### config.mk
export PLATFORM = sky130hd
export DESIGN_NAME = falco_mem_arbiter
export DESIGN_NICKNAME = d
export VERILOG_FILES = /design/src/rtl/falco_pkg.sv /design/src/rtl/falco_arb_id_fifo.sv /design/src/rtl/falco_mem_arbiter.sv
export SDC_FILE = /design/constraint.sdc
export NUM_CORES = 1
export LEC_CHECK = 0
export BUFFER_PORTS_ARGS = -buffer_cell sky130_fd_sc_hd__buf_2
export CORE_AREA = 2 2 121 123
export DETAILED_ROUTE_END_ITERATION = 8
export DIE_AREA = 0 0 123 125
export GPL_TIMING_DRIVEN = 0
export SETUP_SLACK_MARGIN = 0.05
export SYNTH_ARGS = -nofsm -noshare
export SYNTH_HDL_FRONTEND = slang
export SYNTH_SLANG_ARGS = --single-unit
### constraint.sdc
create_clock -name clk -period 6.25 [get_ports clk]
set_input_delay 0.3125 -clock clk [delete_from_list [all_inputs] [get_ports clk]]
set_output_delay 0.3125 -clock clk [all_outputs]
set_load 0.02 [all_outputs]
### src/rtl/falco_pkg.sv
// Falco shared types for the memory arbiter: requester IDs, arbiter FSM states and small helpers.
// Optional performance counters in falco_mem_arbiter are enabled by FALCO_ARB_PERF_CNT_EN.
package falco_pkg;

    localparam int XLEN_WIDTH = 32;

    typedef enum logic [1:0] {
        ARB_SRC_IFU = 2'd0,
        ARB_SRC_LD  = 2'd1,
        ARB_SRC_ST  = 2'd2
    } arb_src_e;

    typedef enum logic [1:0] {
        ARB_ST_ARB   = 2'd0,
        ARB_ST_DRAIN = 2'd1,
        ARB_ST_DONE  = 2'd2
    } arb_state_e;

    function automatic arb_src_e arb_next_src(input arb_src_e src);
        case (src)
            ARB_SRC_IFU: return ARB_SRC_LD;
            ARB_SRC_LD:  return ARB_SRC_ST;
            default:     return ARB_SRC_IFU;
        endcase
    endfunction

    function automatic logic [31:0] sat_inc32(input logic [31:0] v, input logic en);
        if (en && (v != 32'hFFFF_FFFF)) begin
            return v + 32'd1;
        end else begin
            return v;
        end
    endfunction

endpackage

### src/rtl/falco_arb_id_fifo.sv
// In-order FIFO of requester IDs for outstanding memory transactions; pushes when full and
// pops when empty are ignored.
module falco_arb_id_fifo #(
    parameter int DEPTH = 4,
    localparam int AW   = $clog2(DEPTH)
) (
    input  logic                 clk,
    input  logic                 rst,
    input  logic                 push_i,
    input  falco_pkg::arb_src_e  push_id_i,
    input  logic                 pop_i,
    output falco_pkg::arb_src_e  head_o,
    output logic                 full_o,
    output logic                 empty_o,
    output logic [AW:0]          count_o
);
    import falco_pkg::*;

    arb_src_e        mem_q [DEPTH];
    logic [AW-1:0]   wr_q;
    logic [AW-1:0]   rd_q;
    logic [AW:0]     cnt_q;
    logic            push_ok_s;
    logic            pop_ok_s;

    assign full_o    = (cnt_q == (AW+1)'(DEPTH));
    assign empty_o   = (cnt_q == {(AW+1){1'b0}});
    assign count_o   = cnt_q;
    assign head_o    = mem_q[rd_q];
    assign push_ok_s = push_i & ~full_o;
    assign pop_ok_s  = pop_i & ~empty_o;

    // Storage, pointers and occupancy
    always_ff @(posedge clk or negedge rst) begin
        if (!rst) begin
            wr_q  <= {AW{1'b0}};
            rd_q  <= {AW{1'b0}};
            cnt_q <= {(AW+1){1'b0}};
            for (int i = 0; i < DEPTH; i++) begin
                mem_q[i] <= ARB_SRC_IFU;
            end
        end else begin
            if (push_ok_s) begin
                mem_q[wr_q] <= push_id_i;
                wr_q        <= wr_q + {{(AW-1){1'b0}}, 1'b1};
            end
            if (pop_ok_s) begin
                rd_q <= rd_q + {{(AW-1){1'b0}}, 1'b1};
            end
            cnt_q <= cnt_q + {{AW{1'b0}}, push_ok_s} - {{AW{1'b0}}, pop_ok_s};
        end
    end

endmodule

### src/rtl/falco_mem_arbiter.sv
// Round-robin arbiter sharing one memory port between IFU, load and store, with in-order
// response routing and a fence drain sequencer. FALCO_ARB_PERF_CNT_EN adds performance counters.
module falco_mem_arbiter #(
    parameter int XLEN_WIDTH      = falco_pkg::XLEN_WIDTH,
    parameter int MAX_OUTSTANDING = 4
) (
    input  logic                    clk,
    input  logic                    rst,
    input  logic                    ifu_req_valid,
    output logic                    ifu_req_ready,
    input  logic [XLEN_WIDTH-1:0]   ifu_req_addr,
    input  logic                    ld_req_valid,
    output logic                    ld_req_ready,
    input  logic [XLEN_WIDTH-1:0]   ld_req_addr,
    input  logic                    st_req_valid,
    output logic                    st_req_ready,
    input  logic [XLEN_WIDTH-1:0]   st_req_addr,
    input  logic [XLEN_WIDTH-1:0]   st_req_wdata,
    input  logic [XLEN_WIDTH/8-1:0] st_req_wstrb,
    output logic                    ifu_resp_valid,
    output logic [XLEN_WIDTH-1:0]   ifu_resp_data,
    output logic                    ld_resp_valid,
    output logic [XLEN_WIDTH-1:0]   ld_resp_data,
    output logic                    st_resp_valid,
    output logic                    mem_req_valid,
    input  logic                    mem_req_ready,
    output logic                    mem_req_we,
    output logic [XLEN_WIDTH-1:0]   mem_req_addr,
    output logic [XLEN_WIDTH-1:0]   mem_req_wdata,
    output logic [XLEN_WIDTH/8-1:0] mem_req_wstrb,
    input  logic                    mem_resp_valid,
    input  logic [XLEN_WIDTH-1:0]   mem_resp_rdata,
    input  logic                    fence_req,
    output logic                    fence_done,
`ifdef FALCO_ARB_PERF_CNT_EN
    output logic [31:0]             perf_grant_ifu,
    output logic [31:0]             perf_grant_ld,
    output logic [31:0]             perf_grant_st,
    output logic [31:0]             perf_full_cycles,
`endif
    output logic                    err_unexp_resp
);
    import falco_pkg::*;

    localparam int CW = $clog2(MAX_OUTSTANDING) + 1;

    arb_state_e              state_q, state_d;
    arb_src_e                rr_q, rr_d;
    arb_src_e                lock_src_q, lock_src_d;
    arb_src_e                gnt_src_s, cand_s, head_s;
    logic                    lock_q, lock_d;
    logic                    gnt_s, hs_s, pop_s;
    logic                    full_s, empty_s;
    logic [2:0]              valid_s;
    logic [CW-1:0]           count_s;
    logic                    ifu_rv_q, ld_rv_q, st_rv_q, err_q, done_q;
    logic [XLEN_WIDTH-1:0]   rdata_q;

    assign valid_s = {st_req_valid, ld_req_valid, ifu_req_valid};
    assign hs_s    = gnt_s & mem_req_ready;
    assign pop_s   = mem_resp_valid & ~empty_s;

    falco_arb_id_fifo #(.DEPTH(MAX_OUTSTANDING)) u_id_fifo (
        .clk       (clk),
        .rst       (rst),
        .push_i    (hs_s),
        .push_id_i (gnt_src_s),
        .pop_i     (pop_s),
        .head_o    (head_s),
        .full_o    (full_s),
        .empty_o   (empty_s),
        .count_o   (count_s)
    );

    // Grant selection: a stalled grant stays latched, otherwise first valid from the RR pointer
    always_comb begin
        gnt_s     = 1'b0;
        gnt_src_s = ARB_SRC_IFU;
        cand_s    = rr_q;
        if (!rst) begin
            gnt_s = 1'b0;
        end else if (lock_q) begin
            gnt_s     = valid_s[lock_src_q];
            gnt_src_s = lock_src_q;
        end else if ((state_q == ARB_ST_ARB) && !full_s) begin
            for (int i = 0; i < 3; i++) begin
                if (!gnt_s && valid_s[cand_s]) begin
                    gnt_s     = 1'b1;
                    gnt_src_s = cand_s;
                end
                cand_s = arb_next_src(cand_s);
            end
        end else begin
            gnt_s = 1'b0;
        end
    end

    // Memory request mux from the granted source
    always_comb begin
        mem_req_valid = gnt_s;
        mem_req_we    = 1'b0;
        mem_req_addr  = {XLEN_WIDTH{1'b0}};
        mem_req_wdata = {XLEN_WIDTH{1'b0}};
        mem_req_wstrb = {(XLEN_WIDTH/8){1'b0}};
        if (gnt_s) begin
            case (gnt_src_s)
                ARB_SRC_IFU: mem_req_addr = ifu_req_addr;
                ARB_SRC_LD:  mem_req_addr = ld_req_addr;
                ARB_SRC_ST: begin
                    mem_req_we    = 1'b1;
                    mem_req_addr  = st_req_addr;
                    mem_req_wdata = st_req_wdata;
                    mem_req_wstrb = st_req_wstrb;
                end
                default: mem_req_valid = 1'b0;
            endcase
        end else begin
            mem_req_valid = 1'b0;
        end
    end

    assign ifu_req_ready = hs_s & (gnt_src_s == ARB_SRC_IFU);
    assign ld_req_ready  = hs_s & (gnt_src_s == ARB_SRC_LD);
    assign st_req_ready  = hs_s & (gnt_src_s == ARB_SRC_ST);

    // Pointer, grant latch and fence sequencing; DRAIN is entered only once no grant is stalled
    always_comb begin
        state_d    = state_q;
        rr_d       = rr_q;
        lock_d     = 1'b0;
        lock_src_d = lock_src_q;
        if (hs_s) begin
            rr_d = arb_next_src(gnt_src_s);
        end else if (gnt_s) begin
            lock_d     = 1'b1;
            lock_src_d = gnt_src_s;
        end else begin
            lock_d = 1'b0;
        end
        case (state_q)
            ARB_ST_ARB: begin
                if (fence_req && !(gnt_s && !mem_req_ready)) state_d = ARB_ST_DRAIN;
                else                                         state_d = ARB_ST_ARB;
            end
            ARB_ST_DRAIN: begin
                if (count_s == {CW{1'b0}}) state_d = ARB_ST_DONE;
                else                       state_d = ARB_ST_DRAIN;
            end
            ARB_ST_DONE: begin
                if (!fence_req) state_d = ARB_ST_ARB;
                else            state_d = ARB_ST_DONE;
            end
            default: state_d = ARB_ST_ARB;
        endcase
    end

    // FSM, arbitration state and registered responses
    always_ff @(posedge clk or negedge rst) begin
        if (!rst) begin
            state_q    <= ARB_ST_ARB;
            rr_q       <= ARB_SRC_IFU;
            lock_q     <= 1'b0;
            lock_src_q <= ARB_SRC_IFU;
            done_q     <= 1'b0;
            ifu_rv_q   <= 1'b0;
            ld_rv_q    <= 1'b0;
            st_rv_q    <= 1'b0;
            rdata_q    <= {XLEN_WIDTH{1'b0}};
            err_q      <= 1'b0;
        end else begin
            state_q    <= state_d;
            rr_q       <= rr_d;
            lock_q     <= lock_d;
            lock_src_q <= lock_src_d;
            done_q     <= (state_d == ARB_ST_DONE);
            ifu_rv_q   <= pop_s & (head_s == ARB_SRC_IFU);
            ld_rv_q    <= pop_s & (head_s == ARB_SRC_LD);
            st_rv_q    <= pop_s & (head_s == ARB_SRC_ST);
            if (pop_s && (head_s != ARB_SRC_ST)) rdata_q <= mem_resp_rdata;
            else                                 rdata_q <= rdata_q;
            if (mem_resp_valid && empty_s) err_q <= 1'b1;
            else                           err_q <= err_q;
        end
    end

    assign ifu_resp_valid = ifu_rv_q;
    assign ld_resp_valid  = ld_rv_q;
    assign st_resp_valid  = st_rv_q;
    assign ifu_resp_data  = rdata_q;
    assign ld_resp_data   = rdata_q;
    assign fence_done     = done_q;
    assign err_unexp_resp = err_q;

`ifdef FALCO_ARB_PERF_CNT_EN
    logic [31:0] pg_ifu_q, pg_ld_q, pg_st_q, pfull_q;

    // Saturating grant and FIFO-full pressure counters
    always_ff @(posedge clk or negedge rst) begin
        if (!rst) begin
            pg_ifu_q <= 32'd0;
            pg_ld_q  <= 32'd0;
            pg_st_q  <= 32'd0;
            pfull_q  <= 32'd0;
        end else begin
            pg_ifu_q <= sat_inc32(pg_ifu_q, ifu_req_ready);
            pg_ld_q  <= sat_inc32(pg_ld_q, ld_req_ready);
            pg_st_q  <= sat_inc32(pg_st_q, st_req_ready);
            pfull_q  <= sat_inc32(pfull_q, full_s & (|valid_s));
        end
    end

    assign perf_grant_ifu   = pg_ifu_q;
    assign perf_grant_ld    = pg_ld_q;
    assign perf_grant_st    = pg_st_q;
    assign perf_full_cycles = pfull_q;
`endif

endmodule

==> metrics.yaml <==
timing:
  maxSlewHeadroom_pct: 46.9
  finalHoldViolations: 0
  skew_ns: 0.00368
  finalWorstPathRequiredPeriod_ns: 3.32
  layout_setup_ws_ns: 2.93
  tns_ns: 0
  max_freq_mhz: 301
  grt_setup_unrepaired: "false"
  report.final.setup_viol: 0
  fin_crit_sh_pct: 53.1
  tightestPinTransition_ns: 0.797
  report.final.slew_viol_count: 0
layout:
  share_of_final_layout_standard_cells_stronger_than_drive_strength_1_pct: 60.8
  multi_input_comb_area_um2: 1960
  finalNetCount: 845
  post_layout_nonfiller_instances: 855
  area_delta_synth_final_pct: 54.2
  sequential_cell_area_um2: 1480
  antennaDiodeCount: 0
  layout_commonest_cell: "buf_2"
  nFillCells: 1411
  mostFrequentLayoutCells: "319 x buf_2, 59 x dfrtp_1, 40 x and3_1, 39 x mux2_1, 33 x buf_4"
route:
  vias_per_cell: 4.66
  route.vias.total: 3983
  route.detailed.drc: 0
  drtIter0Drc: 123
  ant_nets: 0
  routed_wl_mm: 13.9
  drt-pass1-iter-count: 5
  routed_wire_length_per_instance_um: 16.3
placed_design:
  place.detailed.instances: 839
  dp_slack_ns: 2.46
  finalWeightedCongestion: 0.971
  detailed_place_hpwl_mm: 11.8
  port_buffers: 313
worst_setup_path:
  timing.critical_path.to_type: "output port"
  critPathArrivalTime_ns: 3.01
  critical_path_required_ns: 5.94
  critical_path_peak_fanout: 10
  criticalPathCategory: "register to output port"
  kind_of_start_point_of_the_critical_path: "register"
synth:
  synth_fp_nets: 521
  yosys_most_used_dff: "dfrtp_1"
  synthTopCellsByArea: "dfrtp_1 38%, mux2_1 11%, mux2_2 9.1%"
  synth_edf_count: 0
  ys_seq_area_share_pct: 38.5
  netlist_area_um2: 3840
  synth_cell_type_count: 42
  synth.yosys.warnings: 0
  synth_area_leader_cell: "dfrtp_1"
  yosys_register_bits: 59
  ys_async_sr_fraction_pct: 100
  syn_avg_cell_area_um2: 11.2
  yosys.area.top_type_share_pct: 38.5
  synthCells: 342
floorplanning:
  coreArea_um2: 14200
  fp.dieArea_um2: 15400
  design.portCount: 314
  rows: 44
  initial_util_pct: 27.0
  die_y_um: 125
  floorplan.die.width_um: 123
clocking:
  cts-htree-levels: 3
  number_of_buffers_inserted_during_clock_tree_synthesis: 9
  cts-resized-gates: 0
  post_cts.repair.setup_buffers: 0
  cts_tree: "built"
  insertion_delay_ns: 0.32
  cts.reportedPaths.clkPinSlew_ns: 0.05
  cts_buffer_depth: 2
  ctsRootBufferMaster: "clkbuf_16"
  clock_sink_count: 59
  count_of_hold_fix_buffers_inserted_at_cts: 0
global_routing:
  antenna_found_initial: 0
  grt_pass1_wl_mm: 20.8
  grt_start_max_net_pins: 66
  grt_usage_pct: 17.5
  first_global_vias: 3919
  grt_overflow_total: 0
flow_run:
  number_of_maximum_capacitance_violations: 0
run_status:
  run_status: "finished, final reports clean"
power_and_ir_drop:
  leakage_nw: 3.32
  power_density_nw_per_um2: 382
  irDropWorstVdd_mv: 0.116
hold_path:
  hp-class: "input port to async pin"
state kept, by name (all words and copies together), names as in the netlist:
register and flops:
ifu_resp_data 32, u_id_fifo.mem_q 8, u_id_fifo.count_o 3, lock_src_q 2, rr_q 2, state_q 2
u_id_fifo.rd_q 2, u_id_fifo.wr_q 2, err_unexp_resp 1, fence_done 1, ifu_resp_valid 1, ld_resp_valid 1
lock_q 1, st_resp_valid 1
worst max-delay path: stages, from the launching register on:
cell and delay, ns:
dfrtp_1 0.40, nor3b_2 0.32, nor4_4 0.08, a41oi_1 0.59, clkbuf_1 0.51, mux2_2 0.41, a32o_1 0.22, buf_2 0.16
Yosys cell counts, drive strengths merged, types with 2 or more instances:
cell and number:
nand2b 3, clkbuf 18, dfrtp 59, and2 3
a32o 32, nor3 6, and3 40, nor2b 2
buf 39, mux2 70, xnor2 5, nor2 4
nand3 2, inv 17, mux2i 6, ha 6
mux4 2, or4b 4, a21o 2, nand2 3
o21ai 3
cells by family (layout without fill, tap and decap cells):
group | after synthesis | count (layout) | share of synthesized area, %
XOR/XNOR | 5 | 5 | 1.14
adder cells (fa/ha/maj) | 7 | 7 | 2.48
AND/OR/NAND/NOR | 71 | 71 | 11.9
buffers and inverters | 74 | 403 | 10.6
flip-flops | 59 | 59 | 38.5
AO/OA/AOI/OAI | 48 | 48 | 12.1
multiplexers | 78 | 78 | 23.3
report_power, final:
part	internal (mW)	total, mW	switching (mW)
Clock	0.288	0.452	0.164
Sequential	0.523	0.640	0.117
Combinational	0.499	1.17	0.670
worst paths after layout:
kind | depth (start not counted) | endpoint | slack (ns) | start
max | 7 | mem_req_addr[9] | 2.93 | u_id_fifo.count_o[0]$_DFF_PN0_
min | 1 | ifu_resp_data[26]$_DFFE_PN0P_ | 0.08 | rst
max reg2reg | 9 | u_id_fifo.count_o[2]$_DFF_PN0_ | 3.79 | u_id_fifo.count_o[0]$_DFF_PN0_
min in group clk | 2 | ifu_resp_data[27]$_DFFE_PN0P_ | 0.21 | mem_resp_rdata[27]
min reg2reg | 1 | err_unexp_resp$_DFFE_PN0P_ | 0.47 | err_unexp_resp$_DFFE_PN0P_
max in group asynchronous | 1 | rr_q[0]$_DFFE_PN0N_ | 5.65 | rst
stage by stage:
step           hold WS (ns)  total power, mW  util, %  cell area [um2]
2_1_floorplan        0.0169             1.43        -             3840
3_3_place_gp          0.439             1.80     39.7             5640
3_5_place_dp          0.448             1.83     39.7             5640
4_1_cts               0.199             2.29     41.7             5920
5_1_grt               0.141             2.43     41.7             5920
6_report             0.0773             2.26     41.7             5920
final cells by class:
cell class | instances | area share [%]
Multi-Input combinational cell | 209 | 33.0
Tap cell | 184 | 3.89
Sequential cell | 59 | 24.9
Clock inverter | 4 | 0.423
Inverter | 17 | 1.08
Timing Repair Buffer | 313 | 26.5
Clock buffer | 12 | 4.33
Buffer | 57 | 5.79
routing by layer:
layer	GRT usage, %	vias up	wire (um)
li1	-	1893	-
met1	20.9	1861	5570
met2	30.9	220	6990
met3	4.33	9	1180
met4	4.68	0	184
met5	0	-	0
No activity file was read; power rests on OpenSTA's default activity.
